--- src/rtl/aes_pkg.sv ---
// Shared AES control definitions: state-mux selector encodings, FSM state
// codes for both binary and sparse builds, and the legal round counts.
package aes_pkg;

  localparam int Mux3SelWidth = 5;

  typedef enum logic [Mux3SelWidth-1:0] {
    SEL_INIT  = 5'b01110,
    SEL_ROUND = 5'b11000,
    SEL_CLEAR = 5'b00001
  } mux3_sel_e;

  // Sparse codes keep a Hamming distance of at least 3 between any two states
  localparam logic [5:0] ST_SP_IDLE  = 6'b011101;
  localparam logic [5:0] ST_SP_INIT  = 6'b110000;
  localparam logic [5:0] ST_SP_ROUND = 6'b001000;
  localparam logic [5:0] ST_SP_CLEAR = 6'b000011;
  localparam logic [5:0] ST_SP_ERROR = 6'b111110;

  localparam logic [2:0] ST_BIN_IDLE  = 3'd0;
  localparam logic [2:0] ST_BIN_INIT  = 3'd1;
  localparam logic [2:0] ST_BIN_ROUND = 3'd2;
  localparam logic [2:0] ST_BIN_CLEAR = 3'd3;
  localparam logic [2:0] ST_BIN_ERROR = 3'd4;

  localparam logic [31:0] NumRoundsAes128 = 32'd10;
  localparam logic [31:0] NumRoundsAes192 = 32'd12;
  localparam logic [31:0] NumRoundsAes256 = 32'd14;

  function automatic logic rounds_legal(input logic [31:0] n);
    return (n == NumRoundsAes128) || (n == NumRoundsAes192) ||
           (n == NumRoundsAes256);
  endfunction

endpackage

--- src/rtl/aes_state_sel_fsm_if.sv ---
// Handshake bundle between the AES state-select FSM (slave) and its parent
// (master): start/clear control, datapath round handshake, selector, status.
interface aes_state_sel_fsm_if
  import aes_pkg::*;
#(
  parameter int RoundCntW = 4
);
  logic                    start_i;
  logic [RoundCntW-1:0]    num_rounds_i;
  logic                    clear_i;
  logic                    round_req_o;
  logic                    round_ack_i;
  logic [Mux3SelWidth-1:0] sel_o;
  logic                    sel_err_i;
  logic                    ready_o;
  logic                    done_o;
  logic [RoundCntW-1:0]    round_o;
  logic                    alert_o;

  modport slave (
    input  start_i, num_rounds_i, clear_i, round_ack_i, sel_err_i,
    output round_req_o, sel_o, ready_o, done_o, round_o, alert_o
  );

  modport master (
    output start_i, num_rounds_i, clear_i, round_ack_i, sel_err_i,
    input  round_req_o, sel_o, ready_o, done_o, round_o, alert_o
  );
endinterface

--- src/rtl/aes_state_sel_fsm.sv ---
// AES state-mux sequencing FSM: IDLE -> INIT -> N x ROUND -> CLEAR, terminal
// ERROR with sticky alert. AES_STATE_SEL_FSM_SPARSE_EN selects sparse state codes.
module aes_state_sel_fsm
  import aes_pkg::*;
#(
  parameter int RoundCntW = 4,
  parameter bit ChkSel    = 1'b1
) (
  input  logic                clk_i,
  input  logic                rst_i,
  aes_state_sel_fsm_if.slave  bus
);

`ifdef AES_STATE_SEL_FSM_SPARSE_EN
  typedef enum logic [5:0] {
    IDLE  = ST_SP_IDLE,
    INIT  = ST_SP_INIT,
    ROUND = ST_SP_ROUND,
    CLEAR = ST_SP_CLEAR,
    ERROR = ST_SP_ERROR
  } state_e;
`else
  typedef enum logic [2:0] {
    IDLE  = ST_BIN_IDLE,
    INIT  = ST_BIN_INIT,
    ROUND = ST_BIN_ROUND,
    CLEAR = ST_BIN_CLEAR,
    ERROR = ST_BIN_ERROR
  } state_e;
`endif

  state_e                  r_state;
  logic                    r_finish;
  logic [RoundCntW-1:0]    r_num_rounds;
  logic [Mux3SelWidth-1:0] r_sel;
  logic                    r_req;
  logic                    r_ready;
  logic                    r_done;
  logic [RoundCntW-1:0]    r_round;
  logic                    r_alert;

  logic w_bad_state;
  logic w_last;
  logic w_to_err;

`ifdef AES_STATE_SEL_FSM_SPARSE_EN
  assign w_bad_state = !(r_state inside {IDLE, INIT, ROUND, CLEAR, ERROR});
`else
  assign w_bad_state = 1'b0;
`endif

  assign w_last   = (r_round == (r_num_rounds - RoundCntW'(1)));
  assign w_to_err = (ChkSel && bus.sel_err_i) || w_bad_state ||
                    ((r_state == IDLE) && bus.start_i &&
                     !rounds_legal(32'(bus.num_rounds_i)));

  always_ff @(posedge clk_i) begin
    if (rst_i) begin
      r_state  <= IDLE;
      r_finish <= 1'b0;
      r_sel    <= SEL_CLEAR;
      r_req    <= 1'b0;
      r_ready  <= 1'b1;
      r_done   <= 1'b0;
      r_round  <= '0;
      r_alert  <= 1'b0;
    end else if (w_to_err) begin
      r_state <= ERROR;
      r_sel   <= SEL_CLEAR;
      r_req   <= 1'b0;
      r_ready <= 1'b0;
      r_done  <= 1'b0;
      r_alert <= 1'b1;
    end else begin
      case (r_state)
        IDLE: begin
          r_done   <= 1'b0;
          r_finish <= 1'b0;
          if (bus.start_i) begin
            r_num_rounds <= bus.num_rounds_i;
            r_state      <= INIT;
            r_sel        <= SEL_INIT;
            r_ready      <= 1'b0;
            r_round      <= '0;
          end
        end
        INIT: begin
          if (bus.clear_i) begin
            r_state  <= CLEAR;
            r_sel    <= SEL_CLEAR;
            r_finish <= 1'b0;
          end else begin
            r_state <= ROUND;
            r_sel   <= SEL_ROUND;
            r_req   <= 1'b1;
          end
        end
        ROUND: begin
          // An abort drops any ack arriving in the same cycle
          if (bus.clear_i) begin
            r_state  <= CLEAR;
            r_sel    <= SEL_CLEAR;
            r_req    <= 1'b0;
            r_finish <= 1'b0;
          end else if (bus.round_ack_i) begin
            r_round <= r_round + 1'b1;
            if (w_last) begin
              r_state  <= CLEAR;
              r_sel    <= SEL_CLEAR;
              r_req    <= 1'b0;
              r_finish <= 1'b1;
            end
          end
        end
        CLEAR: begin
          r_state  <= IDLE;
          r_sel    <= SEL_CLEAR;
          r_ready  <= 1'b1;
          r_done   <= r_finish;
          r_finish <= 1'b0;
        end
        ERROR: begin
          r_state <= ERROR;
        end
        default: begin
          r_state  <= IDLE;
          r_sel    <= SEL_CLEAR;
          r_req    <= 1'b0;
          r_ready  <= 1'b1;
          r_done   <= 1'b0;
          r_finish <= 1'b0;
        end
      endcase
    end
  end

  assign bus.sel_o       = r_sel;
  assign bus.round_req_o = r_req;
  assign bus.ready_o     = r_ready;
  assign bus.done_o      = r_done;
  assign bus.round_o     = r_round;
  assign bus.alert_o     = r_alert;

endmodule

--- src/flat_wrapper.sv ---
// flat-port wrapper written by rule: the top's interface ports become plain ports
module aes_state_sel_fsm_flat import aes_pkg::*;
#(
  parameter int RoundCntW = 4,
  parameter bit ChkSel    = 1'b1
)
  (clk_i, rst_i, bus_start_i, bus_num_rounds_i, bus_clear_i, bus_round_ack_i, bus_sel_err_i, bus_round_req_o, bus_sel_o, bus_ready_o, bus_done_o, bus_round_o, bus_alert_o);
  aes_state_sel_fsm_if #(.RoundCntW(RoundCntW)) bus_i ();
  input  logic clk_i;
  input  logic rst_i;
  input wire logic [$bits(bus_i.start_i)-1:0] bus_start_i;
  input wire logic [$bits(bus_i.num_rounds_i)-1:0] bus_num_rounds_i;
  input wire logic [$bits(bus_i.clear_i)-1:0] bus_clear_i;
  input wire logic [$bits(bus_i.round_ack_i)-1:0] bus_round_ack_i;
  input wire logic [$bits(bus_i.sel_err_i)-1:0] bus_sel_err_i;
  output wire logic [$bits(bus_i.round_req_o)-1:0] bus_round_req_o;
  output wire logic [$bits(bus_i.sel_o)-1:0] bus_sel_o;
  output wire logic [$bits(bus_i.ready_o)-1:0] bus_ready_o;
  output wire logic [$bits(bus_i.done_o)-1:0] bus_done_o;
  output wire logic [$bits(bus_i.round_o)-1:0] bus_round_o;
  output wire logic [$bits(bus_i.alert_o)-1:0] bus_alert_o;
  assign bus_i.start_i = bus_start_i;
  assign bus_i.num_rounds_i = bus_num_rounds_i;
  assign bus_i.clear_i = bus_clear_i;
  assign bus_i.round_ack_i = bus_round_ack_i;
  assign bus_i.sel_err_i = bus_sel_err_i;
  assign bus_round_req_o = bus_i.round_req_o;
  assign bus_sel_o = bus_i.sel_o;
  assign bus_ready_o = bus_i.ready_o;
  assign bus_done_o = bus_i.done_o;
  assign bus_round_o = bus_i.round_o;
  assign bus_alert_o = bus_i.alert_o;
  aes_state_sel_fsm #(.RoundCntW(RoundCntW), .ChkSel(ChkSel)) u_core (.clk_i(clk_i), .rst_i(rst_i), .bus(bus_i));
endmodule
--- config.mk ---
export PLATFORM = sky130hd
export DESIGN_NAME = aes_state_sel_fsm_flat
export DESIGN_NICKNAME = d
export VERILOG_FILES = /design/src/rtl/aes_pkg.sv /design/src/rtl/aes_state_sel_fsm_if.sv /design/src/rtl/aes_state_sel_fsm.sv /design/src/flat_wrapper.sv
export SDC_FILE = /design/constraint.sdc
export NUM_CORES = 1
export LEC_CHECK = 0
export BUFFER_PORTS_ARGS = -buffer_cell sky130_fd_sc_hd__buf_2
export CORE_AREA = 4 4 54 51
export CTS_BUF_LIST = sky130_fd_sc_hd__clkbuf_4
export DETAILED_ROUTE_END_ITERATION = 7
export DIE_AREA = 0 0 58 55
export GPL_TIMING_DRIVEN = 0
export PLACE_DENSITY = 0.81
export SYNTH_ARGS = -nofsm -noshare
export SYNTH_HDL_FRONTEND = slang
export SYNTH_SLANG_ARGS = --single-unit
--- constraint.sdc ---
create_clock -name clk_i -period 1.7 [get_ports clk_i]
set_input_delay 0.085 -clock clk_i [delete_from_list [all_inputs] [get_ports clk_i]]
set_output_delay 0.085 -clock clk_i [all_outputs]
set_load 0.005 [all_outputs]
==> impl_results.md <==
* Critical path fanouts, max at 3
* Largest net degree at the start of global routing at 12
* Root buf cell: clkbuf_4
* Placed insts at around 160
* Final core occ at 0.628
* Leakage at about 0.53 nW
* Total grt overflow at 0
* Initial core utilization at 0.497
* Worst reg2reg path depth at 6
* Final non-filler cell total at between 150 and 200
* Max-Cap Viols at 0
* Sequential element share of the synthesized area at 0.410
* Min-delay src: bus_sel_err_i
* CP Data Required Time at approximately 1.9 ns
* Port bufs at 21
* Tot Pwr at roughly 0.88 mW
* DR WL/cell at roughly 14 um
* Die Width at between 50 and 60 um
* Number of hold violations in the final report at 0
* NetSw at 0.237 mW
* Worst rel slew slack at 0.722
* Syn Area/Cell at about 9.7 um2
* Syn_nets at around 120
* Clock skew at about 0.0069 ns
* RR Endpoint: u_core.r_finish$_SDFFE_PP0P_
* DR vias/cell at 5.49
* Vias in the first global route at approximately 900
* Unrepaired setup endpoints after global routing: true
* Worst slack at placement at -0.197 ns
* Ys Warns at 0
* PwrDens at about 650 nW/um2
* Row count at 16
* Critical Path AT at a little under 2 ns
* Number of diodes at 0
* Cell Chain, Critical Path: buf_4 -> nor3_2 -> xnor2_2 -> a41oi_4 -> a2111o_1 -> a221oi_2
* Hold path depth at 2
* Most used DFF post-synth: dfxtp_1
* Core area at about 2200 um2
* Status: finished, violations left
* Gr usage total at 0.161
* Tcrit/Tclk final at 1.04
* Clk_lat worst skew at approximately 0.3 ns
* Detailed-route wire length at roughly 2400 um
* Hold/Removal Path Class: in2reg
* Post-synth EDFFs at 4
* Max clock buf depth at 2
* Seq cells post-synth at 20
* Fillers at 178
* Failing checks: setup timing
* Most frequent cells in the layout: buf_2 (23), dfxtp_1 (16), a21oi_1 (9), nand2_1 (8), inv_1 (6)
* Clock buffer count from CTS at 3
* Area delta synth->final at 26.5%
* ANT nets after route at 0
* Yosys cell types at between 40 and 50
* Slew at the pin closest to its max-slew limit at between 0.4 and 0.5 ns
* Area of the die at around 3200 um2
* Residual DRC at 0
* RR Startpoint: u_core.r_num_rounds[0]$_DFFE_PP_
* Slew Limit Fails at 0
* GPL Wtd Cong at between 0.7 and 0.8
* Clk pin slew, worst setup/hold paths at approximately 0.12 ns
* Power Internal at approximately 0.65 mW
* Initial antenna violation count at 0
* HPWL after detailed placement at ~1700 um
* Placed cell areas at ~1200 um2
* Sequential Power Share at 0.580
* Setup ws final at -0.0633 ns
* Nature of the critical path endpoint: register
* Commonest non-fill, non-tap cell in the layout: buf_2
* Top post-synthesis cells by area: dfxtp_1 (30%), edfxtp_1 (11%), a21oi_1 (4.2%)
* Multi-input gate area at 627 um2
* Post-route minimum period at approximately 1.8 ns
* Hold Path Sink: u_core.bus.ready_o$_SDFFE_PP1P_
* Worst vdd ir at between 0.6 and 0.7 mV
* Final #Nets at around 160
* H-tree Lvls at 1
* R2R setup slack at -0.06 ns
* Setup violators final at 1
* Post-Syn Instances at 111
* DRT Pass-1 Iters at 4
* Synth Cell Area at ~1100 um2
* Synth area leader: dfxtp_1
* First-pass GRT wire length at between 3000 and 4000 um
* Die H at 55 um
* Share of cells above drive strength 1 at 0.378
* Async set-reset flop share out of synthesis at 0
* Clock sink count at 20
* DR iter-0 viols at 14
* Part of the power in the clock network at 0.264
* Sw frac at 0.268
* Slowest CP cell: edfxtp_1
* Post-route cell area at around 1400 um2
* Delay of the slowest cell on the worst path at ~0.44 ns
* Register area at ~440 um2
* Max Fclk at roughly 0.57 GHz
* Vias at just over 900
* Ports at 23
* CP startpoint kind: register
* Combinational share of power at 0.156
* Top cell type's share of synthesized area at 0.298
* CTS tree: yes
* Crit Path Class: reg2reg
cell usage after synthesis (all sizes together), types with 2 or more instances:
library cell,instances
nor4b,2
o21ai,8
or3,2
nand2,8
nor3,3
buf,4
inv,8
ha,2
dfxtp,16
a21oi,11
a31oi,2
nand3,4
o31ai,2
nor2,8
nor2b,3
a21o,2
xor2,2
xnor2,5
edfxtp,4
worst max path at each step:
stage,slack [ns],to,cells after the start,startpoint
after global placement,-0.15,u_core.r_finish$_SDFFE_PP0P_,7,u_core.r_num_rounds[0]$_DFFE_PP_
after global routing,-0.13,u_core.bus.sel_o[3]$_SDFFE_PP0P_,8,u_core.r_num_rounds[0]$_DFFE_PP_
after detailed placement,-0.20,u_core.r_finish$_SDFFE_PP0P_,7,u_core.r_num_rounds[0]$_DFFE_PP_
after CTS,-0.12,u_core.r_finish$_SDFFE_PP0P_,7,u_core.r_num_rounds[0]$_DFFE_PP_
final,-0.06,u_core.r_finish$_SDFFE_PP0P_,6,u_core.r_num_rounds[0]$_DFFE_PP_
after floorplan,-0.03,u_core.r_finish$_SDFFE_PP0P_,7,u_core.r_num_rounds[0]$_DFFE_PP_
layer usage:
layer	up-vias	GRT usage	wire length (um)
met5	-	0	0
met4	0	0.0425	22
met3	4	0.0580	154
met2	30	0.295	1250
met1	434	0.180	980
li1	466	-	-
logic make-up after synthesis:
group / synth area share
AND/OR/NAND/NOR: 0.205
AO/OA/AOI/OAI: 0.216
flip-flops: 0.410
buffers and inverters: 0.0548
XOR/XNOR: 0.0711
adder cells (fa/ha/maj): 0.0326
multiplexers: 0.0105
final cells by class:
| cell class | count | share of cell area |
|---|---|---|
| Buffer | 5 | 0.0212 |
| Clock buffer | 3 | 0.0166 |
| Clock inverter | 1 | 0.00276 |
| Inverter | 8 | 0.0221 |
| Multi-Input combinational cell | 78 | 0.462 |
| Sequential cell | 20 | 0.324 |
| Tap cell | 27 | 0.0249 |
| Timing Repair Buffer | 28 | 0.126 |
power by group through the flow:
stage | Clock [mW] | Sequential (mW) | Combinational, mW
3_3_place_gp | 0 | 0.522 | 0.114
2_1_floorplan | 0 | 0.522 | 0.0770
5_1_grt | 0.259 | 0.515 | 0.151
3_5_place_dp | 0 | 0.523 | 0.118
6_report | 0.233 | 0.512 | 0.138
4_1_cts | 0.238 | 0.512 | 0.131
critical path: cells and delay by family (launching register included):
family	cells	cell delay (ns)
AOI/OAI and AO/OA	3	0.70
DFF	1	0.44
and+or+nand+nor	1	0.23
buffers and inverters	1	0.17
xor gates and xnor gates	1	0.16
through the flow:
step | setup TNS (ns) | hold WS [ns]
after floorplan | -0.0329 | 0.184
after global placement | -0.169 | 0.273
after detailed placement | -0.250 | 0.279
after CTS | -0.130 | 0.0565
after global routing | -0.418 | 0.0579
final | -0.0633 | 0.0662
flip-flops by register name, indices dropped and copies added, names as in the netlist:
signal                  count
u_core.bus.round_o          4
u_core.bus.sel_o            4
u_core.r_num_rounds         4
u_core.r_state              3
u_core.bus.alert_o          1
u_core.bus.done_o           1
u_core.bus.ready_o          1
u_core.bus.round_req_o      1
u_core.r_finish             1
what timing repair did:
item                       in CTS  in global routing
hold endpoints to repair        4                  0
pin swaps                       2                  4
setup endpoints to repair       6                 11
resized for setup               6                  9
buffers inserted                3                  0
gates cloned                    0                  0
hold buffers                    4                  0
Power figures use the tool's default switching activity.
